--- src/rtl/magnitude_sched_pkg.sv ---
// Shared types and constants for the magnitude scheduler.
package magnitude_sched_pkg;

    // Scheduler FSM states.
    typedef enum logic [1:0] {
        ST_IDLE  = 2'd0,
        ST_ISSUE = 2'd1,
        ST_WAIT  = 2'd2,
        ST_HOLD  = 2'd3
    } state_e;

    // Default axis / magnitude width.
    localparam int DATA_W_DEF = 16;

    // Requester identifiers.
    localparam logic ID_ACC = 1'b0;
    localparam logic ID_GYR = 1'b1;

    // Default engine watchdog limit in cycles.
    localparam int TIMEOUT_CYCLES_DEF = 64;

endpackage : magnitude_sched_pkg

--- src/rtl/magnitude_sched_rr_arb2.sv ---
// Two-way round-robin arbiter: combinational one-hot grant from two
// valids and the ID granted last time.
module rr_arb2 (
    input  logic [1:0] valid_i,
    input  logic       last_grant_i,
    output logic [1:0] grant_o
);

    // A lone valid wins; on a tie the requester not granted last wins.
    always_comb begin
        grant_o = 2'b00;
        case (valid_i)
            2'b01:   grant_o = 2'b01;
            2'b10:   grant_o = 2'b10;
            2'b11:   grant_o = last_grant_i ? 2'b01 : 2'b10;
            default: grant_o = 2'b00;
        endcase
    end

endmodule : rr_arb2

--- src/rtl/magnitude_sched.sv ---
// Round-robin scheduler sharing one vector-magnitude engine between the
// accelerometer (ID 0) and gyroscope (ID 1) requesters.
// Optional feature: define MAG_TIMEOUT_EN to enable the engine watchdog,
// which aborts a WAIT lasting TIMEOUT_CYCLES with res_err=1 and an
// all-ones magnitude. Without it WAIT holds indefinitely and res_err is 0.
module magnitude_sched
    import magnitude_sched_pkg::*;
#(
    parameter int DATA_W         = DATA_W_DEF,
    parameter int TIMEOUT_CYCLES = TIMEOUT_CYCLES_DEF
) (
    input  logic              clk,
    input  logic              reset_n,
    input  logic              req0_valid,
    output logic              req0_ready,
    input  logic [DATA_W-1:0] req0_x,
    input  logic [DATA_W-1:0] req0_y,
    input  logic [DATA_W-1:0] req0_z,
    input  logic              req1_valid,
    output logic              req1_ready,
    input  logic [DATA_W-1:0] req1_x,
    input  logic [DATA_W-1:0] req1_y,
    input  logic [DATA_W-1:0] req1_z,
    output logic              eng_start,
    output logic [DATA_W-1:0] eng_x,
    output logic [DATA_W-1:0] eng_y,
    output logic [DATA_W-1:0] eng_z,
    input  logic [DATA_W-1:0] eng_magnitude,
    input  logic              eng_valid,
    output logic              res_valid,
    input  logic              res_ready,
    output logic              res_id,
    output logic [DATA_W-1:0] res_magnitude,
    output logic              res_err
);

    state_e            state_q;
    logic              last_grant_q;
    logic [DATA_W-1:0] eng_x_q;
    logic [DATA_W-1:0] eng_y_q;
    logic [DATA_W-1:0] eng_z_q;
    logic              eng_start_q;
    logic              res_valid_q;
    logic              res_id_q;
    logic [DATA_W-1:0] res_mag_q;

    logic [1:0]        grant_s;
    logic              grant_id_s;
    logic              in_idle_s;
    logic              accept_s;
    logic [DATA_W-1:0] sel_x_s;
    logic [DATA_W-1:0] sel_y_s;
    logic [DATA_W-1:0] sel_z_s;
    logic              wd_expired_s;

`ifdef MAG_TIMEOUT_EN
    localparam int CNT_W = (TIMEOUT_CYCLES > 1) ? $clog2(TIMEOUT_CYCLES) : 1;
    localparam logic [CNT_W-1:0] CNT_LAST = CNT_W'(TIMEOUT_CYCLES - 1);

    logic [CNT_W-1:0] wd_cnt_q;
    logic             res_err_q;

    // The count holds the number of completed WAIT cycles; the last one fires.
    assign wd_expired_s = (wd_cnt_q == CNT_LAST);
    assign res_err      = res_err_q;
`else
    logic unused_timeout_s;

    // Watchdog absent: WAIT never expires and no abort is reported.
    assign wd_expired_s     = 1'b0;
    assign res_err          = 1'b0;
    assign unused_timeout_s = ^TIMEOUT_CYCLES;
`endif

    rr_arb2 u_arb (
        .valid_i      ({req1_valid, req0_valid}),
        .last_grant_i (last_grant_q),
        .grant_o      (grant_s)
    );

    // Ready is offered only in IDLE and stays low while reset is held.
    assign in_idle_s  = (state_q == ST_IDLE) && reset_n;
    assign req0_ready = in_idle_s && grant_s[0];
    assign req1_ready = in_idle_s && grant_s[1];
    assign accept_s   = req0_ready || req1_ready;
    assign grant_id_s = grant_s[1] ? ID_GYR : ID_ACC;

    // Steer the granted requester's axes toward the operand registers.
    always_comb begin
        sel_x_s = req0_x;
        sel_y_s = req0_y;
        sel_z_s = req0_z;
        if (grant_s[1]) begin
            sel_x_s = req1_x;
            sel_y_s = req1_y;
            sel_z_s = req1_z;
        end else begin
            sel_x_s = req0_x;
            sel_y_s = req0_y;
            sel_z_s = req0_z;
        end
    end

    // Scheduler FSM with all outputs registered.
    always_ff @(posedge clk or negedge reset_n) begin
        if (!reset_n) begin
            state_q      <= ST_IDLE;
            last_grant_q <= 1'b1;
            eng_x_q      <= {DATA_W{1'b0}};
            eng_y_q      <= {DATA_W{1'b0}};
            eng_z_q      <= {DATA_W{1'b0}};
            eng_start_q  <= 1'b0;
            res_valid_q  <= 1'b0;
            res_id_q     <= 1'b0;
            res_mag_q    <= {DATA_W{1'b0}};
`ifdef MAG_TIMEOUT_EN
            wd_cnt_q     <= {CNT_W{1'b0}};
            res_err_q    <= 1'b0;
`endif
        end else begin
            case (state_q)
                ST_IDLE: begin
                    if (accept_s) begin
                        eng_x_q      <= sel_x_s;
                        eng_y_q      <= sel_y_s;
                        eng_z_q      <= sel_z_s;
                        res_id_q     <= grant_id_s;
                        last_grant_q <= grant_id_s;
                        eng_start_q  <= 1'b1;
                        state_q      <= ST_ISSUE;
                    end
                end
                ST_ISSUE: begin
                    // Engine valid is deliberately not looked at here.
                    eng_start_q <= 1'b0;
                    state_q     <= ST_WAIT;
`ifdef MAG_TIMEOUT_EN
                    wd_cnt_q    <= {CNT_W{1'b0}};
`endif
                end
                ST_WAIT: begin
                    if (eng_valid) begin
                        res_mag_q   <= eng_magnitude;
                        res_valid_q <= 1'b1;
                        state_q     <= ST_HOLD;
`ifdef MAG_TIMEOUT_EN
                        res_err_q   <= 1'b0;
`endif
                    end else if (wd_expired_s) begin
                        res_mag_q   <= {DATA_W{1'b1}};
                        res_valid_q <= 1'b1;
                        state_q     <= ST_HOLD;
`ifdef MAG_TIMEOUT_EN
                        res_err_q   <= 1'b1;
`endif
                    end else begin
`ifdef MAG_TIMEOUT_EN
                        wd_cnt_q    <= wd_cnt_q + CNT_W'(1);
`endif
                    end
                end
                ST_HOLD: begin
                    if (res_ready) begin
                        res_valid_q <= 1'b0;
                        state_q     <= ST_IDLE;
                    end
                end
                default: begin
                    eng_start_q <= 1'b0;
                    res_valid_q <= 1'b0;
                    state_q     <= ST_IDLE;
                end
            endcase
        end
    end

    assign eng_start     = eng_start_q;
    assign eng_x         = eng_x_q;
    assign eng_y         = eng_y_q;
    assign eng_z         = eng_z_q;
    assign res_valid     = res_valid_q;
    assign res_id        = res_id_q;
    assign res_magnitude = res_mag_q;

endmodule : magnitude_sched
--- config.mk ---
export PLATFORM = sky130hd
export DESIGN_NAME = magnitude_sched
export DESIGN_NICKNAME = d
export VERILOG_FILES = /design/src/rtl/magnitude_sched_pkg.sv /design/src/rtl/magnitude_sched_rr_arb2.sv /design/src/rtl/magnitude_sched.sv
export SDC_FILE = /design/constraint.sdc
export NUM_CORES = 1
export LEC_CHECK = 0
export ABC_AREA = 1
export BUFFER_PORTS_ARGS = -buffer_cell sky130_fd_sc_hd__buf_2
export CAP_MARGIN = 20
export CORE_ASPECT_RATIO = 1.1
export CORE_UTILIZATION = 48
export DETAILED_ROUTE_END_ITERATION = 8
export GPL_TIMING_DRIVEN = 0
export PLACE_DENSITY = 0.95
export SETUP_SLACK_MARGIN = 0.4
export SYNTH_ARGS = -nofsm -noshare
export SYNTH_HDL_FRONTEND = slang
export SYNTH_HIERARCHICAL = 1
export SYNTH_SLANG_ARGS = --single-unit
--- constraint.sdc ---
create_clock -name clk -period 2.74 [get_ports clk]
set_clock_uncertainty 0.1 [all_clocks]
set_input_delay 0.411 -clock clk [delete_from_list [all_inputs] [get_ports clk]]
set_output_delay 0.411 -clock clk [all_outputs]
set_load 0.01 [all_outputs]
==> results of run 1 <==
[stage by stage]
step	total power [mW]	setup slack (ns)	cell area (um2)	hold WS (ns)	util, %
3_5_place_dp	3.75	0.291	4360	0.359	65.7
2_1_floorplan	2.92	1.11	3320	0.0154	-
4_1_cts	4.69	0.446	4580	0.123	69.1
6_report	4.65	0.733	4590	-0.0248	69.2
3_3_place_gp	3.64	-0.213	4350	0.348	65.6
5_1_grt	5.03	0.560	4590	0.0258	69.2
[routing by layer]
metal	up-vias	routed length (um)	track usage [%]
li1	1704	-	-
met2	129	4650	46.6
met3	16	534	5.10
met4	0	146	10.2
met1	1542	3540	27.4
met5	-	0	0
[final timing paths]
check	to	slack, ns	depth (start not counted)
worst max-delay path	req1_ready	0.73	4
worst min-delay path	eng_z[6]	-0.02	1
worst max register to register	eng_z[11]	0.93	7
worst min register to register	res_id	0.38	2
max in group asynchronous	res_magnitude[15]	2.12	1
min in group clk	res_magnitude[4]	0.17	3
[critical path, delay by kind of cell, from the launching register on]
kind                   cells  cell delay, ns
buffers and inverters      2            0.22
flip-flops                 1            0.39
AND/OR/NAND/NOR            1            0.20
AO/OA/AOI/OAI              1            0.35
[power groups by stage]
stage / Sequential [mW] / Combinational, mW / Clock (mW)
CTS: 1.79 / 1.96 / 0.946
global placement: 1.78 / 1.86 / 0
finish: 1.79 / 1.93 / 0.925
detailed placement: 1.80 / 1.95 / 0
global route: 1.85 / 2.19 / 0.997
floorplan: 2.02 / 0.897 / 0
[cell usage after synthesis, drive strengths merged]
library cell and count:
ha 4, o21ai 50, a21oi 50, or2 1, conb 1, dfrtp 69, dfstp 1, inv 57
clkbuf 6, buf 17, nand2 112, nor2 50, nand3 6
[state kept, by name, indices dropped and copies added (netlist names)]
name,flops
res_valid,1
eng_start,1
eng_z,16
res_id,1
eng_x,16
last_grant_q,1
state_q,2
res_magnitude,16
eng_y,16
[kinds of logic (layout without fill, tap and decap cells)]
logic type               Yosys count  in the layout  synth area share [%]
AND/OR/NAND/NOR                  169            169                  19.6
AO/OA/AOI/OAI                    100            100                  15.1
buffers and inverters             80            282                  10.9
flip-flops                        70             70                  52.8
adder cells (fa/ha/maj)            4              4                  1.51
other                              1              1                 0.113
[cell type report]
type | count | area, um2 | share of cell area, %
sequential | 70 | 1750 | 38.2
multi-input combinational | 274 | 1210 | 26.4
timing repair buffer | 186 | 937 | 20.4
inverter | 57 | 214 | 4.66
clock buffer | 12 | 155 | 3.38
buffer | 23 | 148 | 3.22
tap | 82 | 103 | 2.24
clock inverter | 4 | 70.1 | 1.53
[cells in the final DEF, fill, tap and decap left out]
| master | n |
|---|---|
| buf_2 | 192 |
| nand2_1 | 111 |
| dfrtp_1 | 69 |
| inv_1 | 57 |
| o21ai_0 | 50 |
| nor2_1 | 50 |
| a21oi_1 | 49 |
| clkbuf_8 | 11 |
| clkbuf_1 | 7 |
| buf_4 | 6 |
| nand3_1 | 5 |
| buf_6 | 5 |
| ha_1 | 4 |
| clkinv_2 | 2 |
| bufinv_16 | 2 |
| nand3_2 | 1 |
| nand2_2 | 1 |
| or2_2 | 1 |
| conb_1 | 1 |
| dfstp_2 | 1 |
| a21oi_2 | 1 |
==> results.ini, run 1 <==
[logic_synthesis]
warning_count_from_the_yosys_run = 6
synth_unique_cells = 17
synth.net_count = 546
synth_top_cells_by_area = dfrtp_1 (52%), nand2_1 (13%), a21oi_1 (7.5%)
synth_sequential_area_ratio_pct = 52.8
synth.top_cell.area_share_pct = 52.0
synthesis_stage_register_bit_count = 70
synthesis.area_per_instance_um2 = 7.83
synthesis.area_um2 = 3320
synth_top_area_cell = dfrtp_1
synthCells = 424

[sta]
final_count_of_hold_timing_violations = 42
holdWs_ns = -0.0248
fmax_mhz = 498
grt_setup_unrepaired = false
period_minus_slack_ns = 2.01
layout_worst_path_cycle_share_pct = 73.3
timing_worst_slew_pin_value_ns = 0.635
fin_setup_tns_ns = 0
finalMaxSlewViolations = 0
setup_viol = 0
timing.max_slew.rel_slack_pct = 57.6

[global_routing]
grt.overflow.total = 0
initial_antenna_violation_count = 0
vias_in_the_first_global_route = 3241
grt_start_max_net_pins = 73
grt_first_pass_wirelength_um = 13700
gr-usage-all-layers_pct = 25.0

[clock_tree]
numCtsBuffers = 9
clock_sink_count = 70
tritoncts = built
number_of_h_tree_levels = 3
insertion_delay_ns = 0.33
cts-resized-gates = 0
clock_slew_at_reported_path_ffs_ns = 0.08
cts_root_buffer = clkbuf_8
cts_buffer_depth = 2
cts.hold.buffers_added = 0
post_cts_buffers = 0

[routing]
final_antenna_net_count = 0
routed-via-count = 3391
detail_route.iter0.violations = 106
routed_wl_um = 8870
remaining_drc_errors = 0
post_drt_wl_per_cell_um = 12.5
drtPass1Iterations = 4
via_per_inst = 4.79

[power]
power_density_nw_per_um2 = 1010
power_switching_share_pct = 37.7
share_clk_of_total_power_pct = 19.9
seq_power_share_pct = 38.5
net_sw_power_mw = 1.75
power_report.internal_total_mw = 2.90
p_comb_share_pct = 41.6
vdd_ir_drop_max_mv = 0.565
power.static_leakage_nw = 2.59

[placed_design]
gpl.final_weighted_congestion = 0.736
port_buffers = 186
place.detailed.instances = 692
hpwl_um = 6800

[finish]
n_fill_cell = 525
drive_gt1_share_pct = 35.6
finish.net_count = 743
area_growth_synth_to_finish_pct = 38.2
insertedDiodeCount = 0
finalNonFillerCells = 708

[floorplanning]
ioPinCount = 188
number_of_placement_rows = 31
die_w_um = 81.3
initial_utilization_pct = 50.1
core_um2 = 6630
fp.dieH_um = 89.2
die_area_um2 = 7260

[critical_path]
cell_breakdown_of_the_critical_path = a21oi_2 > nand3_2 > inv_1 > buf_2
timing.critical_path.slowest_stage_cell = dfstp_2
setup.worst_path.end_class = primary output
worst-setup-path-type = reg -> out
cp_launch_point = last_grant_q
critical_path_required_ns = 2.23
worst_r2r_startpoint = state_q[0]
max_stage_delay_ns = 0.39
worst_setup_path_start_kind = flip-flop
arrival_ns = 1.50
worstPathMaxFanout = 7

[status]
outcome = finished with violations
failed_checks = hold timing

[run]
cap_violations = 0

[worst_hold_path]
worst_hold_path_type = in -> async

Note: power is estimated with default switching activity, not from simulation.
==> run 2: changes to the inputs <==
--- a/config.mk
+++ b/config.mk
@@ -9,10 +9,10 @@
 export BUFFER_PORTS_ARGS = -buffer_cell sky130_fd_sc_hd__buf_2
 export CAP_MARGIN = 20
 export CORE_ASPECT_RATIO = 1.1
-export CORE_UTILIZATION = 48
+export CORE_UTILIZATION = 44
 export DETAILED_ROUTE_END_ITERATION = 8
 export GPL_TIMING_DRIVEN = 0
-export PLACE_DENSITY = 0.95
+export PLACE_DENSITY = 0.91
 export SETUP_SLACK_MARGIN = 0.4
 export SYNTH_ARGS = -nofsm -noshare
 export SYNTH_HDL_FRONTEND = slang
==> constraint.sdc (replaced) <==
create_clock -name clk -period 1.97 [get_ports clk]
set_clock_uncertainty 0.1 [all_clocks]
set_input_delay 0.2955 -clock clk [delete_from_list [all_inputs] [get_ports clk]]
set_output_delay 0.2955 -clock clk [all_outputs]
set_load 0.01 [all_outputs]
==> run 2 against run 1 <==
  * The run ends with DRC, hold timing left
  * Global-route usage decreased by 1.4 points
  * Cell area increased by 2.5%
  * Critical path type unchanged
  * Critical path depth grew 1
  * Non-clock buffer count increased by 7
  * Wire length rose by 1.8%
  * Via count grew 1.6%
  * Die area up 8.9%
  * Worst setup slack lost 0.53 ns
  * Sequential cell count unchanged
==> results.ini, run 2 (synthesis gave the netlist of run 1 again) <==
[status]
outcome = finished with violations
failed_checks = DRC, hold timing

[floorplanning]
die_area_um2 = 7900
initial_utilization_pct = 46.3
ioPinCount = 188
number_of_placement_rows = 32
die_w_um = 84.8
fp.dieH_um = 93.1
core_um2 = 7170

[finish]
mostFrequentLayoutCell = buf_2
finish.net_count = 750
fin_util_pct = 65.6
drive_gt1_share_pct = 38.2
final_cell_mix = buf_2 (184), nand2_1 (109), dfrtp_1 (69)
seq_area_um2 = 1750
n_fill_cell = 629
insertedDiodeCount = 0
postLayoutCellArea_um2 = 4700
finalNonFillerCells = 718
area_growth_synth_to_finish_pct = 41.7
multi_input_comb_area_um2 = 1260

[sta]
timing.max_slew.rel_slack_pct = 55.4
layout_setup_ws_ns = 0.199
holdWs_ns = -0.148
grt_setup_unrepaired = true
final_count_of_hold_timing_violations = 69
fmax_mhz = 565
layout_worst_path_cycle_share_pct = 89.9
setup_viol = 0
period_minus_slack_ns = 1.77
finalMaxSlewViolations = 0
timing_worst_slew_pin_value_ns = 0.668

[clock_tree]
number_of_h_tree_levels = 3
cts_buffer_depth = 2
numCtsBuffers = 9
clock_sink_count = 70
insertion_delay_ns = 0.33
cts_root_buffer = clkbuf_8
tritoncts = built
clock_slew_at_reported_path_ffs_ns = 0.08

[run]
cap_violations = 0

[placed_design]
hpwl_um = 6770
place.detailed.instances = 695
postPlaceCellArea_um2 = 4360
gpl.final_weighted_congestion = 0.841
port_buffers = 186
pre_cts_ws_ns = -0.367

[power]
power_density_nw_per_um2 = 1370
vdd_ir_drop_max_mv = 0.708
power.static_leakage_nw = 2.62

[critical_path]
worst-setup-path-type = reg -> out
worst_setup_path_start_kind = flip-flop
timing.critical_path.slowest_stage_cell = dfstp_2
worstPathMaxFanout = 4
cp_num_buf_inv = 2
max_stage_delay_ns = 0.58
arrival_ns = 1.38
critical_path_required_ns = 1.57
cell_breakdown_of_the_critical_path = nand3_2 > nand2_2 > nand3_4 > inv_2 > buf_6
setup.worst_path.end_class = primary output
crit_family = flip-flops

[routing]
routed_wl_um = 9030
post_drt_wl_per_cell_um = 12.6
routed-via-count = 3445
detail_route.iter0.violations = 94
final_antenna_net_count = 0
via_per_inst = 4.80
drtPass1Iterations = 7
remaining_drc_errors = 13

[global_routing]
gr-usage-all-layers_pct = 23.6
grt.overflow.total = 0
initial_antenna_violation_count = 0
grt_start_max_net_pins = 73
vias_in_the_first_global_route = 3364
grt_first_pass_wirelength_um = 14600

[worst_hold_path]
worst_hold_path_type = in -> async

run 2: final timing paths:
| kind | endpoint | from | slack [ns] | cells past startpoint |
|---|---|---|---|---|
| setup / recovery | req0_ready | last_grant_q | 0.20 | 5 |
| hold / removal | eng_z[7] | reset_n | -0.15 | 1 |
| setup reg to reg | eng_z[13] | last_grant_q | 0.28 | 7 |
| hold reg to reg | res_id | res_id | 0.37 | 2 |
| max in group asynchronous | eng_y[5] | reset_n | 1.42 | 1 |
| min in group clk | res_magnitude[15] | eng_magnitude[15] | 0.06 | 3 |
run 2: metal layers:
| metal | up-vias | routed length, um | track usage [%] |
|---|---|---|---|
| li1 | 1718 | - | - |
| met3 | 19 | 548 | 6.09 |
| met1 | 1572 | 3590 | 25.6 |
| met5 | - | 0 | 0 |
| met2 | 136 | 4710 | 44.1 |
| met4 | 0 | 189 | 8.90 |
run 2: stage by stage:
| stage | power, mW | setup TNS (ns) |
|---|---|---|
| after floorplan | 4.06 | 0 |
| after global placement | 5.07 | -44.73 |
| after detailed placement | 5.23 | -15.63 |
| after CTS | 6.44 | 0 |
| after global routing | 6.95 | 0 |
| final | 6.45 | 0 |
run 2: timing repair:
| action | in CTS | in global routing |
|---|---|---|
| endpoints found under the setup margin | 63 | 63 |
| pin swaps | 4 | 1 |
| buffers inserted | 5 | 2 |
| hold endpoints to repair | 69 | 69 |
| gates resized for setup | 18 | 20 |
run 2: final cells by class:
cell class / count / share of cell area [%]
clock buffers: 15 / 3.75
plain buffers: 23 / 3.75
repair buffers: 193 / 21.4
well taps: 85 / 2.26
multi-input cells: 274 / 26.9
clock inverters: 1 / 0.106
inverters: 57 / 4.55
flip-flops and latches: 70 / 37.3
run 2: power by group:
group          total (mW)  leakage, nW  switching, mW  internal, mW
registers            2.49        0.792          0.361          2.13
clock network        1.07       0.0937          0.504         0.562
logic                2.89         1.74           1.64          1.25
run 2: worst reg2reg max path, stage by stage (launching register included):
cell and delay [ns]:
dfstp_2 0.58, nand3_2 0.10, nand2_2 0.10, nand3_4 0.09, nand2_2 0.18, buf_6 0.18
buf_6 0.15, a21oi_1 0.08
